`src/rtl/stepdown_discharge_pkg.sv`:
```
// Shared types and default constants for the
// stepdown output discharge sequencer.
package stepdown_discharge_pkg;

  typedef enum logic [2:0] {
    ST_IDLE,
    ST_DEGLITCH,
    ST_DISCHARGE,
    ST_DONE,
    ST_TIMEOUT
  } dis_state_t;

  localparam int DEF_DEG_CYC  = 16;
  localparam int DEF_PER_CYC  = 8;
  localparam int DEF_ON_CYC   = 6;
  localparam int DEF_DONE_CYC = 4;
  localparam int DEF_MAX_CYC  = 4096;
  localparam int DEF_CNT_W    = 12;

endpackage

```
`src/rtl/pebble_sync2.sv`:
```
// Two-flop synchroniser for asynchronous control
// inputs, with a selectable reset value.
module pebble_sync2 #(
  parameter logic RST_VAL = 1'b0
) (
  input  logic clk,
  input  logic rst_n,
  input  logic d,
  output logic q
);

  logic meta_q;
  logic sync_q;

  always_ff @(posedge clk or negedge rst_n) begin
    if (!rst_n) begin
      meta_q <= RST_VAL;
      sync_q <= RST_VAL;
    end else begin
      meta_q <= d;
      sync_q <= meta_q;
    end
  end

  assign q = sync_q;

endmodule

```
`src/rtl/stepdown_discharge_ctrl.sv`:
```
// Discharge sequencer: deglitches the disable, chops the
// discharge switch and ends on vout_low or timeout.
module stepdown_discharge_ctrl
  import stepdown_discharge_pkg::*;
#(
  parameter int DEG_CYC  = DEF_DEG_CYC,
  parameter int PER_CYC  = DEF_PER_CYC,
  parameter int ON_CYC   = DEF_ON_CYC,
  parameter int DONE_CYC = DEF_DONE_CYC,
  parameter int MAX_CYC  = DEF_MAX_CYC,
  parameter int CNT_W    = DEF_CNT_W
) (
  input  logic clk,
  input  logic rst_n,
  input  logic en,
  input  logic vout_low,
  input  logic uvlo_n,
  input  logic fault_clr,
  output logic dis_arm,
  output logic dis_pulse,
  output logic busy,
  output logic done,
  output logic fault
);

  localparam logic [7:0] DEG_LAST = 8'(DEG_CYC);
  localparam logic [7:0] PER_LAST = 8'(PER_CYC - 1);
  localparam logic [7:0] ON_LIM   = 8'(ON_CYC);
  localparam logic [3:0] RUN_LAST = 4'(DONE_CYC);
  localparam logic [CNT_W-1:0] TO_LAST =
    CNT_W'(MAX_CYC - 1);

  logic en_s;
  logic vout_low_s;
  logic uvlo_n_s;

  pebble_sync2 #(.RST_VAL(1'b1)) u_sync_en (
    .clk(clk), .rst_n(rst_n), .d(en), .q(en_s)
  );
  pebble_sync2 #(.RST_VAL(1'b0)) u_sync_vl (
    .clk(clk), .rst_n(rst_n), .d(vout_low),
    .q(vout_low_s)
  );
  pebble_sync2 #(.RST_VAL(1'b0)) u_sync_uv (
    .clk(clk), .rst_n(rst_n), .d(uvlo_n),
    .q(uvlo_n_s)
  );

  dis_state_t       state_q, state_d;
  logic [7:0]       deg_q, deg_d;
  logic [7:0]       chop_q, chop_d;
  logic [CNT_W-1:0] to_q, to_d;
  logic [3:0]       run_q, run_d;
  logic fault_q, fault_d;
  logic arm_q, arm_d;
  logic pulse_q, pulse_d;
  logic busy_q, busy_d;
  logic done_q, done_d;

  always_comb begin
    state_d = state_q;
    deg_d   = deg_q;
    chop_d  = chop_q;
    to_d    = to_q;
    run_d   = run_q;
    fault_d = fault_q;
    if (fault_clr) fault_d = 1'b0;
    if (!uvlo_n_s) begin
      state_d = ST_IDLE;
    end else begin
      unique case (state_q)
        ST_IDLE: begin
          if (!en_s) begin
            state_d = ST_DEGLITCH;
            deg_d   = 8'd1;
          end
        end
        ST_DEGLITCH: begin
          if (en_s) begin
            state_d = ST_IDLE;
          end else if (deg_q == DEG_LAST) begin
            state_d = ST_DISCHARGE;
            chop_d  = 8'd0;
            to_d    = '0;
            run_d   = 4'd0;
          end else begin
            deg_d = deg_q + 8'd1;
          end
        end
        ST_DISCHARGE: begin
          // Done is tested first so it wins a tie with timeout
          if (en_s) begin
            state_d = ST_IDLE;
          end else if (run_q == RUN_LAST) begin
            state_d = ST_DONE;
          end else if (to_q == TO_LAST) begin
            state_d = ST_TIMEOUT;
            fault_d = 1'b1;
          end else begin
            chop_d = (chop_q == PER_LAST) ?
                     8'd0 : chop_q + 8'd1;
            to_d   = to_q + CNT_W'(1);
            run_d  = vout_low_s ? run_q + 4'd1 : 4'd0;
          end
        end
        ST_DONE, ST_TIMEOUT: begin
          if (en_s) state_d = ST_IDLE;
        end
        default: state_d = ST_IDLE;
      endcase
    end
    arm_d   = (state_d == ST_DISCHARGE);
    pulse_d = arm_d && (chop_d < ON_LIM);
    busy_d  = (state_d == ST_DEGLITCH) ||
              (state_d == ST_DISCHARGE);
    done_d  = (state_d == ST_DONE);
  end

  always_ff @(posedge clk or negedge rst_n) begin
    if (!rst_n) begin
      state_q <= ST_IDLE;
      deg_q   <= 8'd0;
      chop_q  <= 8'd0;
      to_q    <= '0;
      run_q   <= 4'd0;
      fault_q <= 1'b0;
      arm_q   <= 1'b0;
      pulse_q <= 1'b0;
      busy_q  <= 1'b0;
      done_q  <= 1'b0;
    end else begin
      state_q <= state_d;
      deg_q   <= deg_d;
      chop_q  <= chop_d;
      to_q    <= to_d;
      run_q   <= run_d;
      fault_q <= fault_d;
      arm_q   <= arm_d;
      pulse_q <= pulse_d;
      busy_q  <= busy_d;
      done_q  <= done_d;
    end
  end

  assign dis_arm   = arm_q;
  assign dis_pulse = pulse_q;
  assign busy      = busy_q;
  assign done      = done_q;
  assign fault     = fault_q;

endmodule
```
`config.mk`:
```
export PLATFORM = sky130hd
export DESIGN_NAME = stepdown_discharge_ctrl
export DESIGN_NICKNAME = d
export VERILOG_FILES = /design/src/rtl/stepdown_discharge_pkg.sv /design/src/rtl/pebble_sync2.sv /design/src/rtl/stepdown_discharge_ctrl.sv
export SDC_FILE = /design/constraint.sdc
export NUM_CORES = 1
export LEC_CHECK = 0
export ABC_AREA = 1
export ABC_CLOCK_PERIOD_IN_PS = 2500
export CORE_MARGIN = 3
export CORE_UTILIZATION = 23
export CTS_CLUSTER_DIAMETER = 50
export CTS_CLUSTER_SIZE = 8
export DETAILED_ROUTE_END_ITERATION = 8
export SKIP_CTS_REPAIR_TIMING = 1
export SYNTH_ARGS = -nofsm -noshare
export SYNTH_HDL_FRONTEND = slang
export SYNTH_SLANG_ARGS = --single-unit
```
`constraint.sdc`:
```
create_clock -name clk -period 2.5 [get_ports clk]
set_input_delay 0.25 -clock clk [delete_from_list [all_inputs] [get_ports clk]]
set_output_delay 0.25 -clock clk [all_outputs]
set_load 0.05 [all_outputs]
```
==> qor.csv <==
metric;value;unit
overall die area;12800;sq um
outcome;complete, no violations;
TritonCTS clock tree;done;
element type at the critical path end;register;
Period Utilization, post-route;87.7;%
Hold Startpoint;u_sync_uv.meta_q$_DFF_PN0_;
Netlist cell types;41;
wirelength, routed;5460;um
most frequent standard cell in the layout excluding fill and tap cells;sky130_fd_sc_hd__nand2_1;
power per cell area;532;nW/um^2
layout-stage area growth over the synthesis result;16.3;%
Clock H-tree levels;2;
Worst EP required;2.71;ns
source-to-sink clock delay at the later pin of the worst-skew pair;0.28;ns
Num CTS Buffers;5;
clock slew seen by the registers of the worst setup and hold paths;0.06;ns
class of the tightest hold or removal check;reg -> reg;
pin count of the biggest net entering global routing;27;
clock skew after layout;0.00582;ns
count of pins over their slew limit;0;
Post-Synthesis Net Count;343;
cell row count;38;
Total GRT Usage;9.17;%
sort of element at the start of the critical path;register;
First DRT Iteration DRCs;152;
highest clock rate;456;MHz
CTS Buffer Depth;2;
gate count after technology mapping;331;
cell chosen for the clock root;sky130_fd_sc_hd__clkbuf_16;
CTS Sinks;46;
leakage component of the power;1.41;nW
via count of the first global-routing pass;2059;
final hold violation count;0;
source of the worst register-to-register timing path;run_q[0]$_DFFE_PN0P_;
TritonRoute pass-1 iters;4;
width of the die;113;um
chip height;113;um
worst setup timing slack at the placement stage;0.304;ns
vias per cell;4.50;
setup total negative slack;0;ns
total congestion overflow;0;
peak supply drop;0.278;mV
post-synthesis instance area;2630;sq um
# Max-Cap Violations;0;
Core Area;11000;sq um
Final Critical Period;2.19;ns
largest area contributor in the netlist;sky130_fd_sc_hd__dfrtp_1;
crit path max fanout;17;
starting density of the core;23.9;%
number of antenna violations at the first check in global routing;0;
Worst Max-Slew Pin Slew;0.616;ns
critical path type;reg -> reg;
arrival time reported for the critical path endpoint;2.40;ns
register bit count reported by yosys;46;
terminating pin of the worst hold path;u_sync_uv.q$_DFF_PN0_;
antenna cell count;0;
Worst Hold Depth;0;
post-route worst setup slack;0.308;ns
Worst Reg-to-Reg Cells;11;
Final setup violation count;0;
number of remaining DRC errors;0;
wire length of the first global-routing pass;9630;um
average wire length per cell after detail routing;11.2;um
register-to-register setup slack;0.31;ns
final weighted congestion in routability-driven placement;0.844;
mean cell area of the mapped netlist;7.95;sq um
count of filler cells inserted in the layout;1182;
proportion of layout cells with a drive suffix above 1;10.1;%
Synth Warn #;0;
Synth area leaders;sky130_fd_sc_hd__dfrtp_1 42%, sky130_fd_sc_hd__nand2_1 11%, sky130_fd_sc_hd__inv_1 6.1%;
number of top-level pins;11;
highest-count cells in the layout ignoring fill and taps;75 x sky130_fd_sc_hd__nand2_1, 44 x sky130_fd_sc_hd__dfrtp_1, 43 x sky130_fd_sc_hd__inv_1;
slew margin rel.;58.6;%
total via count after detailed routing;2193;
final net count;358;
Antenna Nets Post-Route;0;
RSZ-0062 raised after global routing;no;
end of the worst register-to-register path;to_q[5]$_DFFE_PN0P_;
area share of the leading cell type in the synthesized netlist;41.9;%
sequential cell area fraction in the yosys report;43.9;%
Port Buffer Count;10;
total half-perimeter wirelength after legalization and detailed placement;4130;um
worst hold slack;0.350;ns
cells in the mapped netlist:
cell                       number
sky130_fd_sc_hd__o21ai_0       20
sky130_fd_sc_hd__o211ai_1       2
sky130_fd_sc_hd__nor2_2         2
sky130_fd_sc_hd__xnor2_1        2
sky130_fd_sc_hd__dfstp_2        2
sky130_fd_sc_hd__o21ai_2        1
sky130_fd_sc_hd__dfrtp_1       44
sky130_fd_sc_hd__nor3_1         9
sky130_fd_sc_hd__nand2_4        1
sky130_fd_sc_hd__clkinv_1       1
sky130_fd_sc_hd__nor3b_1        1
sky130_fd_sc_hd__buf_2          3
sky130_fd_sc_hd__o22ai_1        1
sky130_fd_sc_hd__nor4_1         2
sky130_fd_sc_hd__inv_4          1
sky130_fd_sc_hd__nor3_4         1
sky130_fd_sc_hd__nand3_2        1
sky130_fd_sc_hd__xor2_1         2
sky130_fd_sc_hd__o21ai_1        3
sky130_fd_sc_hd__nor2_1        30
sky130_fd_sc_hd__nor2_8         1
sky130_fd_sc_hd__nor2_4         3
sky130_fd_sc_hd__a21oi_1       16
sky130_fd_sc_hd__buf_6          1
sky130_fd_sc_hd__nand3_4        2
sky130_fd_sc_hd__ha_1           6
sky130_fd_sc_hd__nand4_1       12
sky130_fd_sc_hd__clkbuf_1       1
sky130_fd_sc_hd__nand2_2        7
sky130_fd_sc_hd__a31oi_1        1
sky130_fd_sc_hd__nand3_1       24
sky130_fd_sc_hd__nor3b_2        1
sky130_fd_sc_hd__inv_2          1
sky130_fd_sc_hd__o21a_1         2
sky130_fd_sc_hd__o41ai_1        2
sky130_fd_sc_hd__o21ai_4        1
sky130_fd_sc_hd__a221oi_1       1
sky130_fd_sc_hd__inv_1         43
sky130_fd_sc_hd__a21o_1         1
sky130_fd_sc_hd__nand2_1       75
sky130_fd_sc_hd__mux2_4         1
kinds of logic after synthesis:
| group | after synthesis | share of synthesized area, % |
|---|---|---|
| AO/OA/AOI/OAI | 51 | 11.3 |
| multiplexers | 1 | 0.571 |
| buffers and inverters | 51 | 7.80 |
| flip-flops | 46 | 43.9 |
| XOR/XNOR | 4 | 1.33 |
| adder cells (fa/ha/maj) | 6 | 2.85 |
| AND/OR/NAND/NOR | 172 | 32.3 |
how the worst max path moves through the flow:
| stage | from | end | slack [ns] | cells after the start |
|---|---|---|---|---|
| 6_report | run_q[0]$_DFFE_PN0P_ | to_q[5]$_DFFE_PN0P_ | 0.31 | 11 |
| 3_3_place_gp | to_q[0]$_DFFE_PN0P_ | to_q[5]$_DFFE_PN0P_ | 0.43 | 12 |
| 4_1_cts | run_q[0]$_DFFE_PN0P_ | to_q[9]$_DFFE_PN0P_ | 0.28 | 10 |
| 5_1_grt | run_q[0]$_DFFE_PN0P_ | to_q[5]$_DFFE_PN0P_ | 0.01 | 11 |
| 2_1_floorplan | to_q[0]$_DFFE_PN0P_ | chop_q[0]$_DFFE_PN0P_ | 0.73 | 10 |
| 3_5_place_dp | run_q[0]$_DFFE_PN0P_ | to_q[5]$_DFFE_PN0P_ | 0.30 | 11 |
sequential cells by signal, indices dropped and copies added (netlist names), 3 cells and up:
register and flops:
to_q 12, deg_q 8, run_q 4, state_q 3
chop_q 8
cell type report:
| class | count | area [sq um] | share of cell area [%] |
|---|---|---|---|
| multi-input combinational | 234 | 1270 | 41.6 |
| sequential | 46 | 1150 | 37.7 |
| inverter | 46 | 175 | 5.73 |
| tap | 140 | 175 | 5.73 |
| clock buffer | 7 | 133 | 4.34 |
| timing repair buffer | 13 | 120 | 3.93 |
| clock inverter | 1 | 30.0 | 0.982 |
power breakdown:
group          switching (mW)  internal [mW]  total (mW)  leakage (nW)
clock                   0.258          0.472       0.730        0.0781
sequential             0.0161          0.764       0.780         0.619
combinational          0.0794         0.0364       0.116         0.714
metal layers:
layer | share of wire (%) | wire, um | track usage [%] | vias up
li1 | - | - | - | 1118
met1 | 48 | 2620 | 12.4 | 1029
met2 | 47 | 2540 | 14.5 | 42
met3 | 4.4 | 238 | 2.30 | 4
met4 | 1.1 | 62 | 2.88 | 0
met5 | 0 | 0 | 0 | -
critical path: stages, from the launching register on:
cell,delay (ns)
sky130_fd_sc_hd__dfrtp_1,0.38
sky130_fd_sc_hd__inv_1,0.09
sky130_fd_sc_hd__ha_1,0.20
sky130_fd_sc_hd__nand3_1,0.28
sky130_fd_sc_hd__nand2_2,0.11
sky130_fd_sc_hd__nand2_2,0.09
sky130_fd_sc_hd__o21ai_4,0.09
sky130_fd_sc_hd__nor2_4,0.30
sky130_fd_sc_hd__nand2_1,0.20
sky130_fd_sc_hd__o21ai_0,0.22
sky130_fd_sc_hd__nand2_1,0.08
sky130_fd_sc_hd__nor2_1,0.08
metrics by stage:
| stage | std cells | total power [mW] | util, % | area [sq um] |
|---|---|---|---|---|
| 5_1_grt | 487 | 1.70 | 27.8 | 3060 |
| 3_3_place_gp | 478 | 0.909 | 26.3 | 2890 |
| 6_report | 487 | 1.63 | 27.8 | 3060 |
| 3_5_place_dp | 478 | 0.911 | 26.3 | 2890 |
| 2_1_floorplan | 331 | 0.863 | - | 2630 |
| 4_1_cts | 486 | 1.65 | 27.8 | 3050 |
Note: power is estimated with default switching activity, not from simulation.
